==> config.mk <==
export PLATFORM = sky130hd
export DESIGN_NAME = wb_port_arbiter
export DESIGN_NICKNAME = d
export VERILOG_FILES = /design/src/rtl/wb_port_arbiter.sv
export SDC_FILE = /design/constraint.sdc
export NUM_CORES = 1
export LEC_CHECK = 0
export BUFFER_PORTS_ARGS = -buffer_cell sky130_fd_sc_hd__clkbuf_2
export CAP_MARGIN = 20
export CORE_ASPECT_RATIO = 0.5
export CORE_MARGIN = 1.5
export CORE_UTILIZATION = 45
export CTS_CLUSTER_SIZE = 40
export DETAILED_ROUTE_END_ITERATION = 7
export PLACE_DENSITY_LB_ADDON = 0.15
export SYNTH_ARGS = -nofsm -noshare
export SYNTH_HDL_FRONTEND = slang
export SYNTH_SLANG_ARGS = --single-unit
==> constraint.sdc <==
create_clock -name clk -period 2.4 [get_ports clk]
set_input_delay 0.48 -clock clk [delete_from_list [all_inputs] [get_ports clk]]
set_output_delay 0.48 -clock clk [all_outputs]
set_load 0.01 [all_outputs]
==> src/rtl/wb_port_arbiter.sv <==
// wb_port_arbiter
//   Shares the register-file write port between the MEM/WB pipeline latch and
//   the multi-cycle multiply/divide unit (MDU). The pipeline always wins. An
//   MDU result is parked in a one-entry buffer and written on a cycle where
//   the pipeline does not write. If the buffer loses STARVE_LIMIT cycles in a
//   row, the arbiter stalls the pipeline for one cycle and drains the buffer.
//
// Parameters
//   STARVE_LIMIT   consecutive lost cycles before a forced stall (1..15)
//
// Ports
//   clk            system clock, rising edge
//   rst            asynchronous active-high reset
//   pipe_regwrite  MEM/WB regwrite
//   pipe_write_reg MEM/WB destination register
//   pipe_wdata     MEM/WB writeback data
//   mdu_valid      MDU result valid
//   mdu_write_reg  MDU destination register
//   mdu_wdata      MDU result data
//   mdu_ready      buffer can accept an MDU result
//   stall_pipe     hold MEM/WB and all upstream stages this cycle
//   rf_we          register-file write enable (registered)
//   rf_waddr       register-file write address (registered)
//   rf_wdata       register-file write data (registered)
module wb_port_arbiter #(
  parameter int STARVE_LIMIT = 4
) (
  input  logic        clk,
  input  logic        rst,
  input  logic        pipe_regwrite,
  input  logic [4:0]  pipe_write_reg,
  input  logic [31:0] pipe_wdata,
  input  logic        mdu_valid,
  input  logic [4:0]  mdu_write_reg,
  input  logic [31:0] mdu_wdata,
  output logic        mdu_ready,
  output logic        stall_pipe,
  output logic        rf_we,
  output logic [4:0]  rf_waddr,
  output logic [31:0] rf_wdata
);

  typedef enum logic [1:0] {
    IDLE  = 2'd0,
    HOLD  = 2'd1,
    FORCE = 2'd2
  } state_t;

  localparam logic [4:0] LIMIT = 5'(STARVE_LIMIT);

  state_t      state_reg;
  logic [3:0]  wait_cnt_reg;
  logic [4:0]  buf_waddr_reg;
  logic [31:0] buf_wdata_reg;
  logic        rf_we_reg;
  logic [4:0]  rf_waddr_reg;
  logic [31:0] rf_wdata_reg;

  logic        pipe_req;
  logic        mdu_fire;
  logic [4:0]  wait_inc;

  // Writes to $0 are architecturally void, so they never count as a request.
  assign pipe_req = pipe_regwrite && (pipe_write_reg != 5'd0);
  assign mdu_fire = mdu_valid && mdu_ready;
  // One bit wider than the counter so the saturation check sees the carry.
  assign wait_inc = {1'b0, wait_cnt_reg} + 5'd1;

  assign mdu_ready  = (state_reg == IDLE) && !rst;
  assign stall_pipe = (state_reg == FORCE);
  assign rf_we      = rf_we_reg;
  assign rf_waddr   = rf_waddr_reg;
  assign rf_wdata   = rf_wdata_reg;

  always_ff @(posedge clk or posedge rst) begin
    if (rst) begin
      state_reg     <= IDLE;
      wait_cnt_reg  <= 4'd0;
      buf_waddr_reg <= 5'd0;
      buf_wdata_reg <= 32'd0;
      rf_we_reg     <= 1'b0;
      rf_waddr_reg  <= 5'd0;
      rf_wdata_reg  <= 32'd0;
    end else begin
      // Address/data hold their last value when nothing is written.
      rf_we_reg <= 1'b0;
      case (state_reg)
        IDLE: begin
          if (pipe_req) begin
            rf_we_reg    <= 1'b1;
            rf_waddr_reg <= pipe_write_reg;
            rf_wdata_reg <= pipe_wdata;
          end
          // No bypass: a captured result is written at the earliest one
          // cycle later. A captured $0 result is simply dropped.
          if (mdu_fire && (mdu_write_reg != 5'd0)) begin
            buf_waddr_reg <= mdu_write_reg;
            buf_wdata_reg <= mdu_wdata;
            wait_cnt_reg  <= 4'd0;
            state_reg     <= HOLD;
          end
        end

        HOLD: begin
          if (!pipe_req) begin
            rf_we_reg    <= 1'b1;
            rf_waddr_reg <= buf_waddr_reg;
            rf_wdata_reg <= buf_wdata_reg;
            wait_cnt_reg <= 4'd0;
            state_reg    <= IDLE;
          end else begin
            rf_we_reg    <= 1'b1;
            rf_waddr_reg <= pipe_write_reg;
            rf_wdata_reg <= pipe_wdata;
            if (pipe_write_reg == buf_waddr_reg) begin
              // The pipeline value is younger; the buffered one is dead.
              wait_cnt_reg <= 4'd0;
              state_reg    <= IDLE;
            end else if (wait_inc >= LIMIT) begin
              wait_cnt_reg <= 4'd0;
              state_reg    <= FORCE;
            end else begin
              wait_cnt_reg <= wait_inc[4] ? 4'hF : wait_inc[3:0];
            end
          end
        end

        FORCE: begin
          // Pipeline is stalled this cycle and re-presents MEM/WB next cycle,
          // so its inputs are ignored here.
          rf_we_reg    <= 1'b1;
          rf_waddr_reg <= buf_waddr_reg;
          rf_wdata_reg <= buf_wdata_reg;
          wait_cnt_reg <= 4'd0;
          state_reg    <= IDLE;
        end

        default: begin
          wait_cnt_reg <= 4'd0;
          state_reg    <= IDLE;
        end
      endcase
    end
  end

endmodule
# After elaboration in Yosys (flattened, before gate mapping)
# Cells that the tools add are included.
# word_totals
register_bits,81
in_bits,78
output_inout_bits,40
elab_cells,47
# op_classes
add_sub_neg,1
n_lt_le_gt_ge,1
n_eq_ne,6
muxes,19
reduce_logical,13
# op_table
cell,n
one-hot mux 32 bit (3 select lines),1
two-way mux 32 bit,2
two-way mux 4 bit,5
one-hot mux 5 bit (3 select lines),1
two-way mux 5 bit,2
nonzero test 5 bit,2
two-way mux 2 bit,4
one-hot mux 4 bit (2 select lines),1
AND reduction 2 bit,3
adder 4 x 1 -> 5 bit (second input constant),1
equality test 5 bit,1
greater-or-equal comparator 5 x 3 -> 1 bit (second input constant),1
logical AND 1 bit,4
!= test 4 bit (second input constant),1
one-hot mux 2 bit (2 select lines),1
nonzero test 3 bit,1
equality test 2 x 1 -> 1 bit (second input constant),1
equality test 2 bit (second input constant),1
zero test 2 bit,1
!= test 2 x 1 -> 1 bit (second input constant),1
!= test 2 bit (second input constant),1
one-hot mux 1 bit (2 select lines),1
OR reduction 2 bit,1
zero test 1 bit,1
two-way mux 1 bit,1

# Logic depth before layout (Yosys ltp)
# logic_depth
ltp_word,6
ltp_mapped,9
ltp_nobuf,7

# Worst setup path after synthesis
# OpenSTA, ideal clock, no wires.
# synth_timing
path_kind,input to register
from,input port mdu_write_reg[1]
to,register buf_wdata_reg[18]
setup_ns,0.127
t_arrival_ns,1.754
required_time_ns,2.273
setup_slack_ns,0.519
stages,5
path_buffers,2
path_cell_list,or4_4 > o21ai_2 > buf_6 > buf_6 > mux2_1
# synth_via
elab_chain_len,3
# synth_lines
item,line_no,text
"start, declared",34,"input logic [4:0] mdu_write_reg,"
nonzero test 5 bit,96,if (mdu_fire && (mdu_write_reg != 5'd0)) begin
logical AND 1 bit,96,
AND reduction 2 bit (no line),-,
"end signal, assigned",98,buf_wdata_reg <= mdu_wdata;
"end, declared",54,logic [31:0] buf_wdata_reg;
# Every way passes these cells.
# A chain may end at the register's enable or synchronous reset.

# Final worst setup path
# layout_timing
from,register state_reg[1]
to,register buf_wdata_reg[19]
# layout_via
elab_chain_len,5
# layout_lines
item,line_no,text
"start, declared",51,state_t state_reg;
"start signal, assigned",77,state_reg <= IDLE;
"start signal, assigned",100,state_reg <= HOLD;
"start signal, assigned",110,state_reg <= IDLE;
zero test 2 bit *,"69, 87",
logical AND 1 bit,69,assign mdu_ready = (state_reg == IDLE) && !rst;
logical AND 1 bit,65,assign mdu_fire = mdu_valid && mdu_ready;
logical AND 1 bit,96,
AND reduction 2 bit (no line) *,-,
# Mark *: on every way between the ends. The rest lies on a longest branch, timed or not.

==> impl_metrics.json <==
{
  "syn_area_per_cell_sq_um": 11.4,
  "die_w_um": 128,
  "p_int_mw": 3.49,
  "critPathMaxStageDelay_ns": 0.40,
  "slowest_stage": "dfrtp_1",
  "setup_viol": 0,
  "synthArstFlopShare_pct": 100,
  "rr_startpoint": "state_reg[1]",
  "synthCells": 311,
  "synth_cell_types": 35,
  "regArea_sq_mm": 0.00203,
  "grt_pass1_wl_mm": 13.4,
  "fin_worst_skew_ns": 0.00673,
  "die_h_um": 65.7,
  "io_buffers": 117,
  "worstPathCellList": "inv_1, ha_1, inv_1, nor3_4, o21ai_4, buf_4, mux2_1",
  "critical_path_depth": 7,
  "drc": 0,
  "fmax_mhz": 487,
  "hold_class": "input pin to register",
  "hold_viol": 0,
  "whs_path_depth": 2,
  "drv_slew": 0,
  "start_util_pct": 47.4,
  "critPathKind": "register to register",
  "fin_crit_ns": 2.05,
  "synth_edf_count": 0,
  "cts_tree": "yes",
  "rows": 22,
  "highest_layer": "met4",
  "cts_buffer_depth": 2,
  "yosys_warnings": 0,
  "tightestPinTransition_ns": 0.529,
  "cts_buffers": 9,
  "wl_met2_mm": 4.21,
  "power_frac_comb_pct": 33.1,
  "die_area_sq_mm": 0.00843,
  "arrival_ns": 2.27,
  "syn_area_sq_mm": 0.00354,
  "drive_above_1_share_pct": 38.7,
  "status": "complete, no violations",
  "antenna_found_initial": 0,
  "first_global_vias": 2859,
  "r2r_cells": 7,
  "cts-resized-gates": 0,
  "multiInputGateArea_sq_mm": 0.00140,
  "fin_util_pct": 60.8,
  "critPathMaxFanout": 17,
  "clk_pin_slew_ns": 0.06,
  "cap_viol_max_count": 0,
  "hold_ws_ns": 0.352,
  "clock_latency_ns": 0.34,
  "fill_cells": 647,
  "synth.top_cells.by_area": "dfrtp_1 57%, a22oi_1 7.9%, a21oi_1 5.9%",
  "cts_root_buffer": "clkbuf_16",
  "grt_overflow": 0,
  "postCtsSetupBuffers": 0,
  "detail-route-antenna-nets": 0,
  "wl_per_cell_um": 15.3,
  "fin_crit_sh_pct": 85.6,
  "grt_max_degree": 42,
  "reg2reg_to": "buf_wdata_reg[19]",
  "p_switching_mw": 1.80,
  "cts.sinks": 81,
  "vias_per_cell": 5.26,
  "synth_top_area_share_pct": 57.3,
  "place_area_sq_mm": 0.00427,
  "h-tree-depth": 3,
  "p_total_mw": 5.28,
  "required_ns": 2.61,
  "cpLargestDelayFamily": "buffers and inverters",
  "setup_tns_ns": 0,
  "yosysTopAreaCell": "dfrtp_1",
  "dp_hpwl_mm": 5.77,
  "wl_met1_mm": 3.54,
  "wl_met3_um": 408,
  "areaGrowthSynthToFinish_pct": 28.2,
  "endpoint": "buf_wdata_reg[19]",
  "crit_top_cell": "inv_1",
  "io-pin-count": 118,
  "crit_path_start": "state_reg[1]",
  "ir_worst_vdd_mv": 0.591,
  "power_density_mw_per_mm2": 1170,
  "synth_seq_cells": 81,
  "drt-pass1-iter-count": 4,
  "gp_congestion": 0.798,
  "synth_ff_type": "dfrtp_1",
  "p_seq_share_pct": 43.7,
  "synth-seq-area-share_pct": 57.3,
  "start_kind": "register",
  "wl_mm": 8.25,
  "nets": 513,
  "p_leak_nw": 2.23,
  "antenna_cells": 0,
  "coreArea_sq_mm": 0.00746,
  "worst_setup_path_end_kind": "register",
  "syn_nets": 395,
  "drtIter0Drc": 147,
  "crit_buf_inv": 3,
  "rrSetupSlack_ns": 0.35,
  "maxSlewHeadroom_pct": 64.6,
  "design_area_sq_mm": 0.00453,
  "rsz0062_at_grt": "no",
  "postCtsHoldBufs": 0,
  "grt_usage_pct": 21.0,
  "via_count": 2842,
  "pwr-share-clk_pct": 23.2,
  "p_sw_share_pct": 34.0
}
-- cells by family (layout without fill, tap and decap cells) --
group,count (synthesis),in the layout,share of synthesized area (%)
flops,81,81,57.3
compound gates,90,90,16.2
mux,32,32,10.2
fa+ha+maj,6,6,2.12
buf+inv,24,145,3.75
xor+xnor,5,5,1.24
simple gates,73,73,9.16
-- synth_stat cells (3+ instances only) --
master and number:
buf_6 3, ha_1 6, xor2_1 3, mux2_1 15, a21oi_1 42, inv_1 5
nor2_1 43, nand2_1 16, dfrtp_1 81, mux2_2 17, a22oi_1 37, o21ai_0 3
buf_2 10
-- per-stage QoR --
stage	setup WS [ns]	cells
after detailed placement	0.327	526
after floorplan	0.519	311
after global routing	0.187	540
after global placement	0.374	526
after CTS	0.345	540
final	0.345	540
-- power groups by stage --
| stage | clock network, mW | logic (mW) | registers (mW) |
|---|---|---|---|
| after floorplan | 0 | 0.977 | 2.41 |
| after global placement | 0 | 1.71 | 2.30 |
| after detailed placement | 0 | 1.76 | 2.34 |
| after CTS | 1.25 | 1.77 | 2.32 |
| after global routing | 1.30 | 1.95 | 2.39 |
| final | 1.23 | 1.75 | 2.31 |
-- metal layers --
layer,up-vias,global-route usage [%]
met2,85,37.9
met5,-,0
li1,1338,-
met4,0,6.04
met3,10,6.11
met1,1409,24.8
-- how the worst min path moves through the flow --
stage               startpoint                 to
2_1_floorplan  wait_cnt_reg[3]    wait_cnt_reg[3]
3_3_place_gp   wait_cnt_reg[3]    wait_cnt_reg[3]
3_5_place_dp   wait_cnt_reg[3]    wait_cnt_reg[3]
4_1_cts          mdu_wdata[26]  buf_wdata_reg[26]
5_1_grt          mdu_wdata[15]  buf_wdata_reg[15]
6_report         mdu_wdata[26]  buf_wdata_reg[26]
-- layout make-up --
class / count / share of cell area (%)
flip-flops and latches: 81 / 44.7
multi-input cells: 206 / 30.8
repair buffers: 126 / 15.2
clock buffers: 11 / 5.35
well taps: 108 / 2.98
inverters: 5 / 0.497
clock inverters: 3 / 0.414
-- cells in the final DEF, fill, tap and decap left out, drive strengths merged, types with 4 or more instances in the layout --
cell / instances
a21oi: 42
nor2: 43
nand2: 16
dfrtp: 81
clkbuf: 128
inv: 4
a22oi: 37
o21ai: 4
buf: 9
ha: 6
mux2: 32
No activity file was read; power rests on OpenSTA's default activity.
